File: src/rtl/unmask_pkg.sv
// -----------------------------------------------------------------------------
// unmask_pkg
//   Definitions shared by the masked 256-bit state register and its
//   receive-side deserialiser (unmask_deser):
//     - WIDTH_DEF / BEAT_W_DEF : default word and beat widths
//     - MASK_DEF               : XOR mask; also the masking register's
//                                reset/clear value, so both sides agree
//     - deser_state_t          : deserialiser FSM states
// -----------------------------------------------------------------------------
package unmask_pkg;

    localparam int WIDTH_DEF  = 256;
    localparam int BEAT_W_DEF = 32;

    // Top 16 bits set, everything else clear.
    localparam logic [WIDTH_DEF-1:0] MASK_DEF = {16'hFFFF, {(WIDTH_DEF-16){1'b0}}};

    typedef enum logic [1:0] {
        IDLE    = 2'd0,
        COLLECT = 2'd1,
        HOLD    = 2'd2
    } deser_state_t;

endpackage

File: src/rtl/beat_shift_reg.sv
// -----------------------------------------------------------------------------
// beat_shift_reg
//   BEAT_W-in / WIDTH-wide shift register. Each load shifts the register left
//   by BEAT_W and inserts din into the LSBs, so after a full word the first
//   beat sits in the MSBs.
//
//   Ports:
//     clk     : rising-edge clock
//     reset   : asynchronous active-low reset, clears the register
//     clr     : discard current contents (combined with load, restarts the
//               register with din as its only beat)
//     load    : shift din in
//     din     : beat payload
//     q_next  : value the register takes at the next edge; lets the owner
//               register the completed word in the same cycle as the last beat
// -----------------------------------------------------------------------------
module beat_shift_reg #(
    parameter int WIDTH  = 256,
    parameter int BEAT_W = 32
) (
    input  logic              clk,
    input  logic              reset,
    input  logic              clr,
    input  logic              load,
    input  logic [BEAT_W-1:0] din,
    output logic [WIDTH-1:0]  q_next
);

    logic [WIDTH-1:0] q;

    always_comb begin
        // NOTE: every always_comb output gets a default before any branch so
        // no path leaves it unassigned, which would infer a latch.
        q_next = q;
        if (clr && load) begin
            q_next = WIDTH'(din);
        end else if (clr) begin
            q_next = '0;
        end else if (load) begin
            q_next = (q << BEAT_W) | WIDTH'(din);
        end
    end

    // NOTE: sequential state is written with non-blocking assignments only,
    // so every flop samples pre-edge values regardless of block ordering.
    always_ff @(posedge clk or negedge reset) begin
        if (!reset) begin
            q <= '0;
        end else begin
            q <= q_next;
        end
    end

endmodule

File: src/rtl/unmask_deser.sv
// -----------------------------------------------------------------------------
// unmask_deser
//   Reassembles a masked WIDTH-bit word from BEAT_W-bit beats and optionally
//   strips MASK by XOR before presenting it on a WIDTH-bit valid/ready port.
//
//   Ports:
//     clk        : rising-edge clock
//     reset      : asynchronous active-low reset
//     in_valid   : beat valid
//     in_ready   : beat accepted when in_valid && in_ready (low in HOLD)
//     in_data    : beat payload, first beat of a word is the MSB beat
//     in_last    : final beat of a word
//     unmask_en  : sampled on a word's first beat; 1 = XOR MASK into output
//     out_valid  : recovered word valid
//     out_ready  : consumer accepts the word
//     out_data   : recovered word, stable while out_valid && !out_ready
//     frame_err  : sticky framing error
//     err_clr    : synchronous clear of frame_err (a new error wins)
// -----------------------------------------------------------------------------
module unmask_deser
    import unmask_pkg::*;
#(
    parameter int              WIDTH  = WIDTH_DEF,   // multiple of BEAT_W
    parameter int              BEAT_W = BEAT_W_DEF,
    parameter logic [WIDTH-1:0] MASK  = MASK_DEF
) (
    input  logic              clk,
    input  logic              reset,
    input  logic              in_valid,
    output logic              in_ready,
    input  logic [BEAT_W-1:0] in_data,
    input  logic              in_last,
    input  logic              unmask_en,
    output logic              out_valid,
    input  logic              out_ready,
    output logic [WIDTH-1:0]  out_data,
    output logic              frame_err,
    input  logic              err_clr
);

    localparam int BEATS = WIDTH / BEAT_W;
    localparam int CNT_W = $clog2(BEATS + 1);

    deser_state_t     state;
    logic [CNT_W-1:0] count;
    logic             mode_q;

    logic             accept;
    logic             first;
    logic [CNT_W-1:0] base_cnt;
    logic [CNT_W-1:0] cnt_inc;
    logic             word_full;
    logic             short_frame;
    logic             mode_eff;
    logic             err_set;
    logic             sr_clr;
    logic             sr_load;
    logic [WIDTH-1:0] word_next;

    // A beat seen in IDLE starts a fresh word: the count restarts and the
    // shift register is cleared and loaded in one step.
    always_comb begin
        accept      = 1'b0;
        first       = 1'b0;
        base_cnt    = '0;
        cnt_inc     = '0;
        word_full   = 1'b0;
        short_frame = 1'b0;
        mode_eff    = 1'b0;
        err_set     = 1'b0;
        sr_clr      = 1'b0;
        sr_load     = 1'b0;

        accept      = in_valid && in_ready;
        first       = (state == IDLE);
        base_cnt    = first ? '0 : count;
        cnt_inc     = base_cnt + 1'b1;
        word_full   = accept && (cnt_inc == CNT_W'(BEATS));
        short_frame = accept && in_last && !word_full;
        mode_eff    = first ? unmask_en : mode_q;

        // Early in_last drops the word; a missing in_last on the final beat
        // is flagged but the word is still delivered.
        err_set     = short_frame || (word_full && !in_last);

        sr_load     = accept && !short_frame;
        sr_clr      = (accept && first) || short_frame ||
                      ((state == HOLD) && out_ready);
    end

    beat_shift_reg #(
        .WIDTH  (WIDTH),
        .BEAT_W (BEAT_W)
    ) u_shift (
        .clk    (clk),
        .reset  (reset),
        .clr    (sr_clr),
        .load   (sr_load),
        .din    (in_data),
        .q_next (word_next)
    );

    // in_ready is registered from the next state, so it is low during reset,
    // rises on the first edge after release, and rises on the same edge that
    // leaves HOLD (no same-cycle bypass from out handshake to in handshake).
    always_ff @(posedge clk or negedge reset) begin
        if (!reset) begin
            state     <= IDLE;
            count     <= '0;
            mode_q    <= 1'b0;
            in_ready  <= 1'b0;
            out_valid <= 1'b0;
            out_data  <= '0;
            frame_err <= 1'b0;
        end else begin
            if (err_set) begin
                frame_err <= 1'b1;
            end else if (err_clr) begin
                frame_err <= 1'b0;
            end

            case (state)
                IDLE, COLLECT: begin
                    in_ready <= 1'b1;
                    if (accept) begin
                        if (first) begin
                            mode_q <= unmask_en;
                        end
                        if (word_full) begin
                            state     <= HOLD;
                            count     <= cnt_inc;
                            out_data  <= word_next ^ (mode_eff ? MASK : '0);
                            out_valid <= 1'b1;
                            in_ready  <= 1'b0;
                        end else if (short_frame) begin
                            state <= IDLE;
                            count <= '0;
                        end else begin
                            state <= COLLECT;
                            count <= cnt_inc;
                        end
                    end
                end

                HOLD: begin
                    if (out_ready) begin
                        state     <= IDLE;
                        count     <= '0;
                        out_valid <= 1'b0;
                        in_ready  <= 1'b1;
                    end
                end

                default: begin
                    state     <= IDLE;
                    count     <= '0;
                    out_valid <= 1'b0;
                    in_ready  <= 1'b1;
                end
            endcase
        end
    end

endmodule

File: config.mk
export PLATFORM = sky130hd
export DESIGN_NAME = unmask_deser
export DESIGN_NICKNAME = d
export VERILOG_FILES = /design/src/rtl/unmask_pkg.sv /design/src/rtl/beat_shift_reg.sv /design/src/rtl/unmask_deser.sv
export SDC_FILE = /design/constraint.sdc
export NUM_CORES = 1
export LEC_CHECK = 0
export ABC_CLOCK_PERIOD_IN_PS = 6400
export CORE_MARGIN = 2
export CORE_UTILIZATION = 45
export DETAILED_ROUTE_END_ITERATION = 10
export PLACE_DENSITY = 0.68
export SKIP_CTS_REPAIR_TIMING = 1
export SYNTH_ARGS = -nofsm -noshare
export SYNTH_HDL_FRONTEND = slang
export SYNTH_SLANG_ARGS = --single-unit
File: constraint.sdc
create_clock -name clk -period 6.4 [get_ports clk]
set_input_delay 0.96 -clock clk [delete_from_list [all_inputs] [get_ports clk]]
set_output_delay 0.96 -clock clk [all_outputs]
set_load 0.005 [all_outputs]
==> results.toml <==
[synth]
synth_cells = 1775
synthMuxAreaShare_pct = 10.6
netlist_top_cells_area = "dfrtp_1 65%, mux2i_1 10%, nand2_1 5.5%, nor2_1 4.4%, o21ai_1 3.1%"
synthAdderAreaFrac_pct = 0.124
ys_warn_count = 0
synth_commonest_cells = "522 x dfrtp_1, 298 x nand2_1, 235 x nor2_1"
synth.yosys.seq_area_share_pct = 64.6
synth-main-ff-cell = "dfrtp_1"
yosysMostFrequentCell = "dfrtp_1"
yosys.area.top_type = "dfrtp_1"
synth_compound_area_share_pct = 9.78
synth_top_family_by_area = "simple AND/OR/NAND/NOR gates"
synth_cell_types = 46
synthArstFlopShare_pct = 100
syn_avg_cell_area_sq_um = 11.4
ys_seq_elements = 522
synth.top_cell.area_share_pct = 64.6
synthXorXnorAreaFrac_pct = 0.0867
netlist_area_sq_um = 20200
synth-simple-area-share_pct = 11.4
synth_nets = 1816
synth_edf_count = 0

[drt]
met2WireLength_um = 23200
met3_length_um = 3300
vias = 13800
wl_um = 51000
wl_per_cell_um = 19.3
drt-met1-wl_um = 23600
drtIter0Drc = 1087
drc = 0
drtPass1Iterations = 5
ant_nets = 0
viasPerCell = 5.21
top_layer_used = "met4"

[floorplanning]
dieHeight_um = 216
initial_core_util_pct = 45.6
fp.coreArea_sq_um = 44300
rows = 77
die_area_sq_um = 46600
dieWidth_um = 216
io_pins = 298

[timing]
finalCritPeriodShare_pct = 67.6
setup_viol = 0
hold_viol_final = 0
rsz0062_at_grt = "false"
max_slew_margin_pct = 22.1
skew_ns = 0.0208
fin_tns_setup_ns = 0
fin_crit_ns = 4.32
tightest_slew_ns = 1.17
slew_violations = 0
fmax_ghz = 0.231

[finish]
instances_no_fill = 2648
syn2layout_area_growth_pct = 25.2
layout-drive-gt1-share_pct = 5.35
nNetsFinal = 2055
n_antenna_cell = 0

[worst_setup_path]
worstSetupStartpointType = "input port"
critPathKind = "in -> reg"
reg2reg_depth = 9
end_kind = "register"
critical-path-slowest-cell = "nand3_1"
endpoint = "out_data[131]"
rr_startpoint = "state[1]"
arrival_ns = 4.75
worstSetupStartpoint = "in_valid"
reg2reg_to = "out_data[131]"
r2r_slack_ns = 2.37
critPathMaxFanout = 74
path_cells = "clkdlybuf4s50_1, and2_1, nand3_1, o21ai_4, buf_12, mux2i_1, o21ai_1"
max_stage_delay_ns = 0.81
crit_required_ns = 6.82

[power_and_ir_drop]
p_leak_nw = 11.5
p_per_area_nw_per_um2 = 271
power.switching_w = 0.00153
power_frac_seq_pct = 49.0
sw_frac_of_total_pct = 22.3
ir_drop_v = 0.000217
comb_power_share_pct = 4.6
power_frac_clock_pct = 46.4
p_int_w = 0.00533

[placed_design]
io_buffer_count = 297
place.gp.congestion = 0.780
dp_cells = 2551
hpwlAfterDp_um = 32600

[cts]
cts-root-buf = "clkbuf_16"
clk_pin_slew_ns = 0.06
cts_tree = "built"
cts_inserted_buffers = 53
cts_htree_levels = 2
clock-sinks = 522
clock_latency_ns = 0.60
cts_buffer_depth = 3

[global_routing]
grt_use_total_pct = 21.9
grt_pass1_wl_um = 80500
grt_pass1_vias = 13800
antenna_found_initial = 0
grt_overflow = 0
grt_max_degree = 243

[flow_run]
cap_violations = 0

[run_status]
status = "finished clean"

[hold_path]
hold_path.class = "in -> async"
[critical path: cells and delay by family]
family / cells / cell delay, ns
buffers and inverters: 2 / 0.97
AOI/OAI and AO/OA: 2 / 0.81
muxes: 1 / 0.32
and+or+nand+nor: 2 / 1.52
[per-stage QoR]
stage / total power [W] / area [sq um] / utilization, % / hold slack, ns / setup WS, ns
after detailed placement: 0.00374 / 23500 / 53.0 / 0.461 / 1.62
after CTS: 0.00694 / 25300 / 57.1 / 0.383 / 2.25
final: 0.00686 / 25300 / 57.1 / 0.385 / 2.08
after floorplan: 0.00360 / 20200 / - / 0.445 / 3.80
after global routing: 0.00711 / 25300 / 57.1 / 0.424 / 1.95
after global placement: 0.00374 / 23500 / 53.0 / 0.462 / 1.80
[worst min path at each step]
| stage | cells past startpoint | end | slack [ns] |
|---|---|---|---|
| 3_3_place_gp | 2 | out_data[26] | 0.46 |
| 5_1_grt | 1 | out_data[233] | 0.42 |
| 6_report | 1 | out_data[201] | 0.39 |
| 3_5_place_dp | 2 | out_data[3] | 0.46 |
| 2_1_floorplan | 2 | count[1] | 0.45 |
| 4_1_cts | 1 | out_data[189] | 0.38 |
[routing by layer]
metal	global-route usage (%)	up-vias
li1	-	6540
met1	31.6	6867
met2	32.9	328
met3	6.00	59
met4	5.71	0
met5	0	-
[kinds of logic (layout without fill, tap and decap cells)]
logic type	after synthesis	after routing
AND/OR/NAND/NOR	584	584
flip-flops	522	522
XOR/XNOR	2	2
adder cells (fa/ha/maj)	2	2
buffers and inverters	130	411
AO/OA/AOI/OAI	323	323
multiplexers	212	212
[area by class of cell]
cell class	instances	area, sq um
Multi-Input combinational cell	1123	6490
Fill cell	3731	19000
Tap cell	592	741
Clock buffer	77	1520
Sequential cell	522	13100
Timing Repair Buffer	312	3190
Inverter	2	7.51
Clock inverter	20	292
[registers in the layout, indices dropped and copies added, names as in the netlist]
| signal | cells |
|---|---|
| count | 4 |
| u_shift.q | 256 |
| frame_err | 1 |
| in_ready | 1 |
| out_valid | 1 |
| state | 2 |
| mode_q | 1 |
| out_data | 256 |
[power by group through the flow]
stage / registers, W / logic [W] / clock network [W]
global route: 0.00336 / 0.000347 / 0.00340
detailed placement: 0.00342 / 0.000320 / 0
CTS: 0.00336 / 0.000321 / 0.00326
global placement: 0.00342 / 0.000314 / 0
finish: 0.00336 / 0.000314 / 0.00319
floorplan: 0.00341 / 0.000184 / 0
[placed cells by master (no fill, tap or decap), types with 17 or more instances in the layout]
master,instances
dfrtp_1,522
nand2_1,298
clkdlybuf4s50_1,296
nor2_1,235
mux2i_1,209
o21ai_1,125
o21ai_0,89
clkbuf_16,53
nand3_1,34
a22o_1,32
o21a_1,17
(Power assumes the default switching activity.)
